## src/rtl/plru_pkg.sv

```systemverilog
// rtl/plru_pkg.sv - shared FSM state type and default geometry for the tree-PLRU replacer
package plru_pkg;

    typedef enum logic [1:0] {
        ST_IDLE,
        ST_RESP,
        ST_FLUSH
    } state_t;

    localparam int DEF_WAYS  = 8;
    localparam int DEF_SETS  = 64;
    localparam int DEF_WAY_W = $clog2(DEF_WAYS);
    localparam int DEF_SET_W = $clog2(DEF_SETS);

endpackage

```

## src/rtl/plru_tree.sv

```systemverilog
// rtl/plru_tree.sv - combinational tree-PLRU walk: picks the used way and flips its path bits away from it
module plru_tree
    import plru_pkg::*;
#(
    parameter  int WAYS  = DEF_WAYS,
    localparam int WAY_W = $clog2(WAYS)
) (
    input  logic [WAYS-2:0]  bits,
    input  logic             hit,
    input  logic [WAY_W-1:0] way,
    output logic [WAY_W-1:0] sel_way,
    output logic [WAYS-2:0]  next_bits
);

    logic [WAY_W-1:0] node;
    logic             dir;

    // Heap walk, MSB of the way index first; a hit steers by its own way bits.
    always_comb begin
        next_bits = bits;
        sel_way   = '0;
        node      = '0;
        dir       = 1'b0;
        for (int l = 0; l < WAY_W; l++) begin
            dir                  = hit ? way[WAY_W-1-l] : bits[node];
            next_bits[node]      = ~dir;
            sel_way[WAY_W-1-l]   = dir;
            node                 = (node << 1) + WAY_W'(dir) + WAY_W'(1);
        end
    end

endmodule

```

## src/rtl/plru_replacer.sv

```systemverilog
// rtl/plru_replacer.sv - per-set tree-PLRU victim selection with flush sweep; PLRU_REPLACER_STATS_EN adds hit/miss counters
module plru_replacer
    import plru_pkg::*;
#(
    parameter  int WAYS  = DEF_WAYS,
    parameter  int SETS  = DEF_SETS,
    localparam int WAY_W = $clog2(WAYS),
    localparam int SET_W = $clog2(SETS)
) (
    input  logic             clk,
    input  logic             rst,
    input  logic             req_valid,
    output logic             req_ready,
    input  logic [SET_W-1:0] req_set,
    input  logic             req_hit,
    input  logic [WAY_W-1:0] req_way,
    input  logic             flush,
    output logic             rsp_valid,
    input  logic             rsp_ready,
    output logic [WAY_W-1:0] rsp_way,
    output logic             rsp_hit,
`ifdef PLRU_REPLACER_STATS_EN
    output logic [31:0]      hit_count,
    output logic [31:0]      miss_count,
`endif
    output logic             busy
);

    state_t                       state;
    state_t                       state_nxt;
    logic [SETS-1:0][WAYS-2:0]    plru;
    logic [SET_W-1:0]             flush_idx;
    logic                         flush_pend;
    logic                         flush_eff;
    logic                         flush_take;
    logic                         accept;
    logic [WAY_W-1:0]             sel_way;
    logic [WAYS-2:0]              next_bits;

    plru_tree #(.WAYS(WAYS)) u_tree (
        .bits      (plru[req_set]),
        .hit       (req_hit),
        .way       (req_way),
        .sel_way   (sel_way),
        .next_bits (next_bits)
    );

    // A flush seen while the response was stalled counts as if it were still asserted.
    assign flush_eff = flush | flush_pend;
    assign accept    = req_valid & req_ready;
    assign rsp_valid = (state == ST_RESP);
    assign busy      = (state == ST_FLUSH);

    always_comb begin
        state_nxt  = state;
        req_ready  = 1'b0;
        flush_take = 1'b0;
        case (state)
            ST_IDLE: begin
                req_ready = ~flush_eff;
                if (flush_eff) begin
                    flush_take = 1'b1;
                    state_nxt  = ST_FLUSH;
                end else if (req_valid) begin
                    state_nxt = ST_RESP;
                end
            end
            ST_RESP: begin
                if (rsp_ready) begin
                    req_ready = ~flush_eff;
                    if (flush_eff) begin
                        flush_take = 1'b1;
                        state_nxt  = ST_FLUSH;
                    end else if (req_valid) begin
                        state_nxt = ST_RESP;
                    end else begin
                        state_nxt = ST_IDLE;
                    end
                end
            end
            ST_FLUSH: begin
                if (flush_idx == SET_W'(SETS-1))
                    state_nxt = ST_IDLE;
            end
            default: state_nxt = ST_IDLE;
        endcase
    end

    always_ff @(posedge clk or posedge rst) begin
        if (rst) begin
            state      <= ST_IDLE;
            plru       <= '0;
            flush_idx  <= '0;
            flush_pend <= 1'b0;
            rsp_way    <= '0;
            rsp_hit    <= 1'b0;
        end else begin
            state <= state_nxt;
            if (flush_take)
                flush_pend <= 1'b0;
            else if (state == ST_RESP && flush && !rsp_ready)
                flush_pend <= 1'b1;
            if (flush_take)
                flush_idx <= '0;
            else if (state == ST_FLUSH)
                flush_idx <= flush_idx + 1'b1;
            if (accept) begin
                rsp_way       <= sel_way;
                rsp_hit       <= req_hit;
                plru[req_set] <= next_bits;
            end
            if (state == ST_FLUSH)
                plru[flush_idx] <= '0;
        end
    end

`ifdef PLRU_REPLACER_STATS_EN
    always_ff @(posedge clk or posedge rst) begin
        if (rst) begin
            hit_count  <= '0;
            miss_count <= '0;
        end else if (flush_take) begin
            hit_count  <= '0;
            miss_count <= '0;
        end else if (accept) begin
            if (req_hit && hit_count != '1)
                hit_count <= hit_count + 1'b1;
            if (!req_hit && miss_count != '1)
                miss_count <= miss_count + 1'b1;
        end
    end
`endif

endmodule

```

## config.mk

```make
export PLATFORM = sky130hd
export DESIGN_NAME = plru_replacer
export DESIGN_NICKNAME = d
export VERILOG_FILES = /design/src/rtl/plru_pkg.sv /design/src/rtl/plru_tree.sv /design/src/rtl/plru_replacer.sv
export SDC_FILE = /design/constraint.sdc
export NUM_CORES = 1
export LEC_CHECK = 0
export ABC_AREA = 1
export CAP_MARGIN = 20
export CORE_MARGIN = 2
export CORE_UTILIZATION = 57
export CTS_BUF_LIST = sky130_fd_sc_hd__clkbuf_16
export DETAILED_ROUTE_END_ITERATION = 12
export PLACE_DENSITY_LB_ADDON = 0.15
export SLEW_MARGIN = 10
export SYNTH_ARGS = -nofsm -noshare
export SYNTH_HDL_FRONTEND = slang
export SYNTH_SLANG_ARGS = --single-unit
```

## constraint.sdc

```tcl
create_clock -name clk -period 15.2 [get_ports clk]
set_input_delay 2.28 -clock clk [delete_from_list [all_inputs] [get_ports clk]]
set_output_delay 2.28 -clock clk [all_outputs]
set_load 0.03 [all_outputs]
```

==> impl_metrics.py <==
metrics = {
    "status": {
        "run_status": "finished, final reports clean",
    },
    "sta": {
        "final-max-slew-violation-count": 0,
        "fin_ws_ns": 7.60,
        "max_freq_mhz": 132,
        "setup_viol": 0,
        "worst-slew-pin-transition_ns": 1.10,
        "max-slew-margin-rel_pct": 26.5,
        "setup_repair_after_global_routing_missed_its_margin": "no",
        "min_period_over_period_pct": 50.0,
        "finalCriticalPeriod_ns": 7.60,
        "skew_ns": 0.0246,
        "finalHoldViolCount": 0,
        "timing.setup.tns_ns": 0,
    },
    "finish": {
        "layout-drive-gt1-share_pct": 13.9,
        "fillers": 3590,
        "final_common_cell": "nand2_1",
        "utilization_pct": 62.3,
        "layout.nets": 2844,
        "areaGrowthSynthToFinish_pct": 7.76,
        "most-common-layout-cells": "653 x nand2_1, 461 x dfrtp_1, 419 x o21ai_0",
        "finalInstanceArea_mm2": 0.0255,
    },
    "global_routing": {
        "first_pass_grt_wire_length_mm": 123,
        "number_of_global_route_vias_before_repair": 20035,
        "groute.layer.met1.usage_pct": 51.7,
        "grt.busiest_layer": "met2",
        "global_route.usage.met3_pct": 9.94,
        "met2_usage_pct": 52.9,
        "grt_start_max_net_pins": 128,
        "grtUsageTotal_pct": 37.2,
        "antenna_found_initial": 0,
        "total_congestion_overflow": 0,
    },
    "power": {
        "p_per_area_mw_per_mm2": 123,
        "worst_vdd_drop_uv": 82.1,
        "p_sw_share_pct": 31.8,
        "power.leakage_nw": 12.0,
        "part_of_the_total_power_dissipated_in_the_clock_network_pct": 38.6,
        "sequential_share_of_power_pct": 44.0,
        "switchingPower_mw": 0.999,
        "power.internal_mw": 2.14,
        "comb_power_share_pct": 17.4,
    },
    "synth": {
        "top_post_synthesis_cells_by_area": "dfrtp_1 49%, nand2_1 10%, a21oi_2 8.9%, o21ai_0 8.9%, inv_1 4.2%",
        "synth_edf_count": 0,
        "synthesis.yosys.warnings": 0,
        "synth-seq-cells": 461,
        "synth_async_sr_flop_share_pct": 100,
        "syn_area_mm2": 0.0237,
        "synth_cell_type_count": 43,
        "post_synthesis_sequential_area_ratio_pct": 48.8,
        "syn-num-nets": 2898,
        "syn_inst": 2877,
        "synth_flop_cell": "dfrtp_1",
        "synth.top_cell.area_share_pct": 48.8,
        "syn-mean-instance-area_um2": 8.22,
        "synth.largest_area_cell": "dfrtp_1",
    },
    "setup_path": {
        "ff2ff_path_depth": 16,
        "worst-r2r-setup-slack_ns": 10.73,
        "critical-path-slowest-cell": "buf_4",
        "critical_path.startpoint": "req_set[0]",
        "family_with_the_most_delay_on_the_worst_path": "buffers and inverters",
        "worst_setup_path_start_kind": "input port",
        "timing.critical_path.buf_inv": 5,
        "crit_type": "in -> reg",
        "required_time_of_the_worst_setup_path_ns": 15.65,
        "critical-path-top-cell-by-count": "nand2_1",
        "timing.critical_path.slowest_cell_delay_ns": 0.71,
        "critical_path_depth": 24,
        "rr_startpoint": "plru[378]$_DFF_PP0_",
        "regToRegEndpoint": "plru[26]$_DFF_PP0_",
        "endpoint_kind": "flip-flop",
        "crit_path_cell_trace": "buf_4, buf_4, nand2_2, inv_2, nand2_1, nand2_1, nor2_1, nand2_1, nand2_1, nand2_1, nor2_1, nand2_2, nand3_1, nand2_2, nand2_2, inv_1, ha_1, a21oi_1, nand2_1, nand3_2, nand3_2, nand2_4, buf_4, a21oi_1",
        "critical_path_peak_fanout": 57,
        "worstPathArrival_ns": 8.05,
    },
    "hold_path": {
        "hold_path_end": "rsp_hit$_DFFE_PP0P_",
        "hold_path.startpoint": "rsp_hit$_DFFE_PP0P_",
        "whs_path_depth": 2,
        "worstHoldPathType": "reg -> reg",
    },
    "routing": {
        "vias": 21137,
        "first_pass_iters": 6,
        "routedWlPerCell_um": 23.7,
        "detail_route.iter0.violations": 2790,
        "via_per_inst": 6.23,
        "detail_route.wirelength_mm": 80.5,
        "drc": 0,
        "route.antenna.remaining_nets": 0,
    },
    "placed_design": {
        "post_dp_cell_area_mm2": 0.0239,
        "dp.final_hpwl_mm": 50.6,
        "gpl.final_weighted_congestion": 1.03,
        "dpl_worst_slack_ns": 7.21,
        "port_buffers": 21,
    },
    "cts": {
        "clock-root-buffer": "clkbuf_16",
        "clk_pin_slew_ns": 0.06,
        "htree_num_levels": 2,
        "cts_resized": 0,
        "tritoncts": "built",
        "max-clock-path-buffers": 3,
        "post_cts.repair.setup_buffers": 0,
        "number_of_clock_buffers_inserted_by_tritoncts": 50,
        "clock-sinks": 461,
        "worstSkewPairLatency_ns": 0.62,
        "hold_buffers": 0,
    },
    "floorplan": {
        "rows": 74,
        "die_w_um": 208,
        "floorplan.initialDensity_pct": 57.8,
        "fp.dieArea_mm2": 0.0432,
        "dieHeight_um": 208,
        "core_area_mm2": 0.0409,
        "io-pin-count": 22,
    },
    "job": {
        "timing.max_cap.violations": 0,
    },
}
==> power by group through the flow <==
stage / Sequential, mW / Clock, mW / Combinational (mW)
finish: 1.38 / 1.21 / 0.546
global route: 1.39 / 1.26 / 0.582
CTS: 1.38 / 1.22 / 0.530
detailed placement: 1.40 / 0 / 0.529
global placement: 1.40 / 0 / 0.518
floorplan: 1.39 / 0 / 0.360
==> tightest hold or removal path: stages (launching register included) <==
cell and delay [ns]:
dfrtp_1 0.34, nand2_1 0.05, o21ai_0 0.06
==> cells by family after synthesis <==
group	count (synthesis)	share of synthesized area [%]
DFF	461	48.8
buffers and inverters	436	8.10
AOI/OAI and AO/OA	951	25.1
adders and majority gates	6	0.317
and+or+nand+nor	1023	17.7
==> final cells by class <==
| type | instances | area [um2] | area share [%] |
|---|---|---|---|
| Sequential cell | 461 | 11500 | 45.2 |
| Multi-Input combinational cell | 1980 | 10200 | 40.1 |
| Clock buffer | 50 | 1250 | 4.91 |
| Inverter | 280 | 1060 | 4.16 |
| Tap cell | 532 | 666 | 2.61 |
| Timing Repair Buffer | 50 | 420 | 1.65 |
| Clock inverter | 41 | 335 | 1.32 |
| Antenna cell | 1 | 2.50 | 0.00981 |
==> sequential cells by signal (all words and copies together), names as in the netlist <==
| register | count |
|---|---|
| plru | 448 |
| rsp_hit | 1 |
| rsp_way | 3 |
| flush_pend | 1 |
| state | 2 |
| flush_idx | 6 |
==> cell usage after synthesis, drive strengths merged, types with 3 or more instances <==
library cell and instances:
dfrtp 461, nor3 16, nand3 54, o21ai 435, nand4 30, nor2 247, a221oi 6, or2 8
o211ai 65, a22oi 11, clkbuf 101, o22ai 15, buf 55, nand2 666, inv 279, o22a 3
ha 6, o2111ai 4, a21oi 406
==> layer usage <==
layer	vias to the layer above	wire, um
li1	9432	-
met1	10106	32300
met2	1298	33600
met3	301	9470
met4	0	5080
met5	-	0
==> per-stage QoR <==
step	power, mW	std cells	hold slack (ns)
floorplan	1.75	2877	0.489
global placement	1.92	3298	0.467
global route	3.24	3394	0.513
finish	3.14	3395	0.490
detailed placement	1.93	3298	0.480
CTS	3.13	3389	0.496
==> how the worst max path moves through the flow <==
stage	to	slack (ns)
after floorplan	flush_idx[0]$_DFFE_PP0P_	0.07
after global placement	plru[5]$_DFF_PP0_	7.32
after detailed placement	plru[12]$_DFF_PP0_	7.21
after CTS	plru[12]$_DFF_PP0_	7.84
after global routing	plru[12]$_DFF_PP0_	7.39
final	plru[26]$_DFF_PP0_	7.60
No activity file was read; power rests on OpenSTA's default activity.
